==> config.mk <==
export PLATFORM = sky130hd
export DESIGN_NAME = osd_udec_reader_seq
export DESIGN_NICKNAME = d
export VERILOG_FILES = /design/src/rtl/osd_udec_reader_seq.sv
export SDC_FILE = /design/constraint.sdc
export NUM_CORES = 1
export LEC_CHECK = 0
export ABC_CLOCK_PERIOD_IN_PS = 8450
export CORE_MARGIN = 1.5
export CORE_UTILIZATION = 40
export DETAILED_ROUTE_END_ITERATION = 10
export SETUP_SLACK_MARGIN = 0.2
export SYNTH_ARGS = -nofsm -noshare
export SYNTH_HDL_FRONTEND = slang
export SYNTH_SLANG_ARGS = --single-unit
==> constraint.sdc <==
create_clock -name clk -period 8.45 [get_ports clk]
set_input_delay 0.845 -clock clk [delete_from_list [all_inputs] [get_ports clk]]
set_output_delay 0.845 -clock clk [all_outputs]
set_load 0.1 [all_outputs]
==> src/rtl/osd_udec_reader_seq.sv <==
// Sequential unsigned-decimal parser: fetches characters from OSD character RAM,
// skips leading spaces, accumulates ASCII digits and saturates on overflow.
module osd_udec_reader_seq #(
  parameter int WIDTH = 32
) (
  input  logic             clk,
  input  logic             rst_n,
  input  logic             start,
  output logic             busy,
  output logic             done,
  input  logic [15:0]      base_addr,
  input  logic [7:0]       max_len,
  output logic             char_re,
  output logic [15:0]      char_addr,
  input  logic [7:0]       char_rdata,
  output logic [WIDTH-1:0] value,
  output logic [7:0]       ndigits,
  output logic             overflow,
  output logic             error,
  output logic [1:0]       dbg_state
);

  localparam int XW = WIDTH + 4;
  localparam logic [XW-1:0] TEN = XW'(10);

  typedef enum logic [1:0] {
    S_IDLE  = 2'd0,
    S_READ  = 2'd1,
    S_CHECK = 2'd2,
    S_DONE  = 2'd3
  } state_t;

  state_t state_q, state_d;

  logic [15:0]      base_q, base_d;
  logic [7:0]       len_q, len_d;
  logic [7:0]       pos_q, pos_d;
  logic [WIDTH-1:0] acc_q, acc_d;
  logic [7:0]       cnt_q, cnt_d;
  logic             seen_q, seen_d;
  logic             ovf_q, ovf_d;
  logic             err_q, err_d;

  logic             busy_q, busy_d;
  logic             done_q, done_d;
  logic             char_re_q, char_re_d;
  logic [15:0]      char_addr_q, char_addr_d;
  logic [WIDTH-1:0] value_q, value_d;
  logic [7:0]       ndigits_q, ndigits_d;
  logic             overflow_q, overflow_d;
  logic             error_q, error_d;

  // Character classification of the RAM data sampled in S_CHECK.
  logic          is_digit;
  logic          is_space;
  logic          terminate;
  logic [3:0]    digit;
  logic [XW-1:0] acc_ext;
  logic [XW-1:0] mac;
  logic [7:0]    pos_inc;
  logic          res_err;

  always_comb begin
    is_digit  = (char_rdata >= 8'h30) && (char_rdata <= 8'h39);
    is_space  = (char_rdata == 8'h20);
    terminate = !is_digit && !(is_space && !seen_q);
    digit     = char_rdata[3:0];
    acc_ext   = {4'b0000, acc_q};
    mac       = (acc_ext * TEN) + XW'(digit);
    pos_inc   = pos_q + 8'd1;
  end

  // State register.
  always_ff @(posedge clk or negedge rst_n) begin
    if (!rst_n) begin
      state_q <= S_IDLE;
    end else begin
      state_q <= state_d;
    end
  end

  // Next-state logic.
  always_comb begin
    state_d = state_q;
    case (state_q)
      S_IDLE: begin
        if (start) begin
          state_d = (max_len == 8'd0) ? S_DONE : S_READ;
        end
      end
      S_READ:  state_d = S_CHECK;
      S_CHECK: begin
        if (terminate || (pos_inc == len_q)) begin
          state_d = S_DONE;
        end else begin
          state_d = S_READ;
        end
      end
      S_DONE:  state_d = S_IDLE;
      default: state_d = S_IDLE;
    endcase
  end

  // Parse datapath: accumulator, counters and flags.
  always_comb begin
    base_d = base_q;
    len_d  = len_q;
    pos_d  = pos_q;
    acc_d  = acc_q;
    cnt_d  = cnt_q;
    seen_d = seen_q;
    ovf_d  = ovf_q;
    err_d  = err_q;
    case (state_q)
      S_IDLE: begin
        if (start) begin
          base_d = base_addr;
          len_d  = max_len;
          pos_d  = 8'd0;
          acc_d  = '0;
          cnt_d  = 8'd0;
          seen_d = 1'b0;
          ovf_d  = 1'b0;
          err_d  = 1'b0;
        end
      end
      S_CHECK: begin
        pos_d = pos_inc;
        if (is_digit) begin
          // Once saturated, stay saturated even if later digits would fit.
          if ((mac[XW-1:WIDTH] != 4'd0) || ovf_q) begin
            ovf_d = 1'b1;
            acc_d = '1;
          end else begin
            acc_d = mac[WIDTH-1:0];
          end
          cnt_d  = (cnt_q == 8'hFF) ? cnt_q : cnt_q + 8'd1;
          seen_d = 1'b1;
        end else if (terminate && !seen_q) begin
          err_d = 1'b1;
        end
      end
      default: ;
    endcase
  end

  always_ff @(posedge clk or negedge rst_n) begin
    if (!rst_n) begin
      base_q <= '0;
      len_q  <= '0;
      pos_q  <= '0;
      acc_q  <= '0;
      cnt_q  <= '0;
      seen_q <= 1'b0;
      ovf_q  <= 1'b0;
      err_q  <= 1'b0;
    end else begin
      base_q <= base_d;
      len_q  <= len_d;
      pos_q  <= pos_d;
      acc_q  <= acc_d;
      cnt_q  <= cnt_d;
      seen_q <= seen_d;
      ovf_q  <= ovf_d;
      err_q  <= err_d;
    end
  end

  // Output logic: decoded from the next state so every output is a flop.
  always_comb begin
    busy_d      = (state_d != S_IDLE);
    done_d      = (state_d == S_DONE);
    char_re_d   = (state_d == S_READ);
    char_addr_d = char_addr_q;
    value_d     = value_q;
    ndigits_d   = ndigits_q;
    overflow_d  = overflow_q;
    error_d     = error_q;
    res_err     = err_d | ~seen_d;
    if (state_d == S_READ) begin
      char_addr_d = base_d + {8'd0, pos_d};
    end
    // An error result hides any partial value and overflow.
    if (state_d == S_DONE) begin
      value_d    = res_err ? '0 : acc_d;
      ndigits_d  = res_err ? 8'd0 : cnt_d;
      overflow_d = res_err ? 1'b0 : ovf_d;
      error_d    = res_err;
    end
  end

  always_ff @(posedge clk or negedge rst_n) begin
    if (!rst_n) begin
      busy_q      <= 1'b0;
      done_q      <= 1'b0;
      char_re_q   <= 1'b0;
      char_addr_q <= '0;
      value_q     <= '0;
      ndigits_q   <= '0;
      overflow_q  <= 1'b0;
      error_q     <= 1'b0;
    end else begin
      busy_q      <= busy_d;
      done_q      <= done_d;
      char_re_q   <= char_re_d;
      char_addr_q <= char_addr_d;
      value_q     <= value_d;
      ndigits_q   <= ndigits_d;
      overflow_q  <= overflow_d;
      error_q     <= error_d;
    end
  end

  assign busy      = busy_q;
  assign done      = done_q;
  assign char_re   = char_re_q;
  assign char_addr = char_addr_q;
  assign value     = value_q;
  assign ndigits   = ndigits_q;
  assign overflow  = overflow_q;
  assign error     = error_q;
  assign dbg_state = state_q;

endmodule

==> impl_metrics.ini <==
[die]
dieArea_um2 = 25060
die_w_um = 158.3
die_height_um = 158.3
num_io_pins = 98
initial_core_util_pct = 40.98
core_region_area_um2 = 23540
rows = 56

[timing]
hold_viol = 0
final.setup.tns_ns = 0
relSlewSlack_pct = 20.44
maxSlewViolCount = 0
fin_crit_ns = 5.602
achievable-frequency_mhz = 178.5
finalSetupViolations = 0
fin_crit_sh_pct = 66.30
setup_repair_after_global_routing_missed_its_margin = no
hold_ws_ns = 0.4743
clock-skew-final_ns = 0.01325
worst_pin_slew_ns = 1.189

[critical_path]
endpoint_kind = register
timing.setup.critical_path_class = reg -> reg
regToRegStartpoint = acc_q[1]
crit_path_max_fo = 51
reg2reg_slack_ns = 2.85
worst_r2r_path_depth = 15
startpoint = acc_q[1]
critPathLaunchType = register
wp_data_arrival_ns = 5.86
timing_endpoint_of_the_critical_path = acc_q[4]
cp.required_ns = 8.71
critical_r2r_capture = acc_q[4]

[cells_and_area]
layout.nets = 1269
fill_cells = 2289
flow.area_growth_from_synthesis_pct = 18.84
share_of_layout_cells_above_drive_strength_1_pct = 7.607
n_antenna_cell = 0
post-route-cell-area_um2 = 11470

[clock_network]
numCtsBuffers = 17
cts_tree = built
cts_root_buf = clkbuf_16
post_cts.resized_instances = 0
clkTransAtPathRegs_ns = 0.06
clock-sinks = 138
clkLatencyLatePin_ns = 0.43
cts_max_path_buffers = 2
htree_levels = 4
cts-hold-fix-buffers = 0
post_cts_buffers = 0

[synth]
synth_cell_types = 75
ys_seq_area_share_pct = 35.79
synth_largest_type_area_fraction_pct = 35.79
synth_edf_count = 0
yosysMostFrequentCell = nand2_1
number_of_synthesized_register_bits = 138
post_synth_arst_share_pct = 100.0
synth_area_leader_cell = dfrtp_1
post_synth_mux_area_share_pct = 1.375
synth_ff_type = dfrtp_1
combinational_family_with_the_most_area_after_synthesis = compound AO/OA/AOI/OAI gates
synth_area_per_cell_um2 = 8.819
synth-warning-count = 0
synth-compound-area-share_pct = 24.70
synth_area_um2 = 9648
synth_fp_nets = 1205
synth_top_cells_by_count = nand2_1, dfrtp_1, o21ai_0, ha_1, nor2_1
netlist_instances = 1094
ys_top_cells_by_area = dfrtp_1, ha_1, nand2_1, o21ai_0, xnor2_1
post_synth_fa_ha_maj_area_fraction_pct = 10.09
synth_simple_gate_area_share_pct = 17.18
synth_xor_xnor_area_share_pct = 6.886

[global_route]
globalRouteMet1Util_pct = 33.63
grt_remaining_overflow = 0
grt_start_max_net_pins = 86
initial_antenna_violation_count = 0
grt_first_pass_wirelength_um = 43940
groute.layer.met3.usage_pct = 3.484
grt_most_used_layer = met2
global_route.usage.total_pct = 22.51
grt_pass1_vias = 8107
use_met2_pct = 34.10

[drt]
drc = 0
postRouteWirelength_um = 27060
vias_per_cell = 5.637
via_count = 8394
wire_per_inst_um = 18.18
detailedRoute.firstIterationViolations = 511
detail-route-antenna-nets = 0
drt_pre_antenna_iters = 5

[pwr]
power_density_nw_per_um2 = 298.8
power.ir.vdd_worst_uv = 171.2
static-leakage-power_nw = 4.945
p_total_mw = 3.426

[flow_run]
cap_violations = 0

[placement]
gp_routability_congestion = 0.8590
port-buffer-count = 97
place_hpwl_um = 19780
detailed_place.area_um2 = 10860

[hold_path]
holdCritPathClass = in -> async

[status]
status = complete, no violations
## per-stage QoR
stage	cells	utilization, %	setup slack (ns)
6_report	1489	48.70	2.848
5_1_grt	1489	48.70	2.379
4_1_cts	1489	48.70	2.919
3_5_place_dp	1458	46.12	2.578
3_3_place_gp	1458	46.12	2.730
2_1_floorplan	1094	-	3.766
## worst min-delay path by stage
stage | cells after the start | end | slack [ns] | startpoint
after floorplan | 2 | base_q[0] | 0.45 | base_q[0]
after global placement | 2 | base_q[4] | 0.46 | base_q[4]
after detailed placement | 2 | base_q[2] | 0.46 | base_q[2]
after CTS | 2 | base_q[2] | 0.48 | base_q[2]
after global routing | 2 | value[0] | 0.51 | value[0]
final | 1 | acc_q[21] | 0.47 | rst_n
## per-layer routing
layer	wire, µm	vias up
met5	0	-
met4	312	0
met3	953	20
met2	12040	149
met1	13760	4085
li1	-	4140
## cells by family after synthesis
family	Yosys count
compound gates	342
xor+xnor	75
fa+ha+maj	76
buf+inv	91
flops	138
mux	13
simple gates	359
## report_power, final
group          switching (mW)  total, mW  internal, mW
sequential              0.126      0.939         0.813
clock                   0.310      0.784         0.474
combinational            1.21       1.70         0.491
## worst max-delay path, stage by stage (launching register included)
cell       delay, ns
dfrtp_1         0.44
ha_1            0.31
ha_1            0.21
inv_1           0.07
fa_1            0.40
nand2b_1        0.21
a21oi_4         0.27
o21ai_2         0.12
a211o_1         0.31
a211oi_2        0.35
nand3_1         0.21
or3_4           0.41
nor3_1          0.35
nand4bb_4       0.77
a21oi_1         0.84
a211oi_1        0.17
## sequential cells by signal (all words and copies together) (netlist names), 2 cells and up
register   cells
ndigits        8
value         32
acc_q         32
char_addr     16
cnt_q          8
len_q          8
pos_q          8
base_q        16
dbg_state      2
## cells in the final DEF, fill, tap and decap left out, types with 18 or more instances in the layout
cell type,count
a2111oi_2,19
a211oi_1,40
nand2_1,181
nor2_1,54
nand4_1,22
xnor2_1,47
nor3_1,18
xor2_1,27
dfrtp_1,138
ha_1,73
clkdlybuf4s50_1,96
inv_1,29
a21oi_1,47
nand3_1,23
o21ai_0,88
o31ai_1,20
o21ai_1,36
## cell type report
cell class                      count  area, µm²  share of cell area [%]
Clock buffer                       18      439.2                   3.830
Tap cell                          319      399.1                   3.481
Sequential cell                   138       3453                   30.12
Inverter                           30      112.6                  0.9821
Multi-Input combinational cell    865       5853                   51.05
Clock inverter                     13      168.9                   1.473
Timing Repair Buffer              106       1040                   9.068
Power figures use the tool's default switching activity.
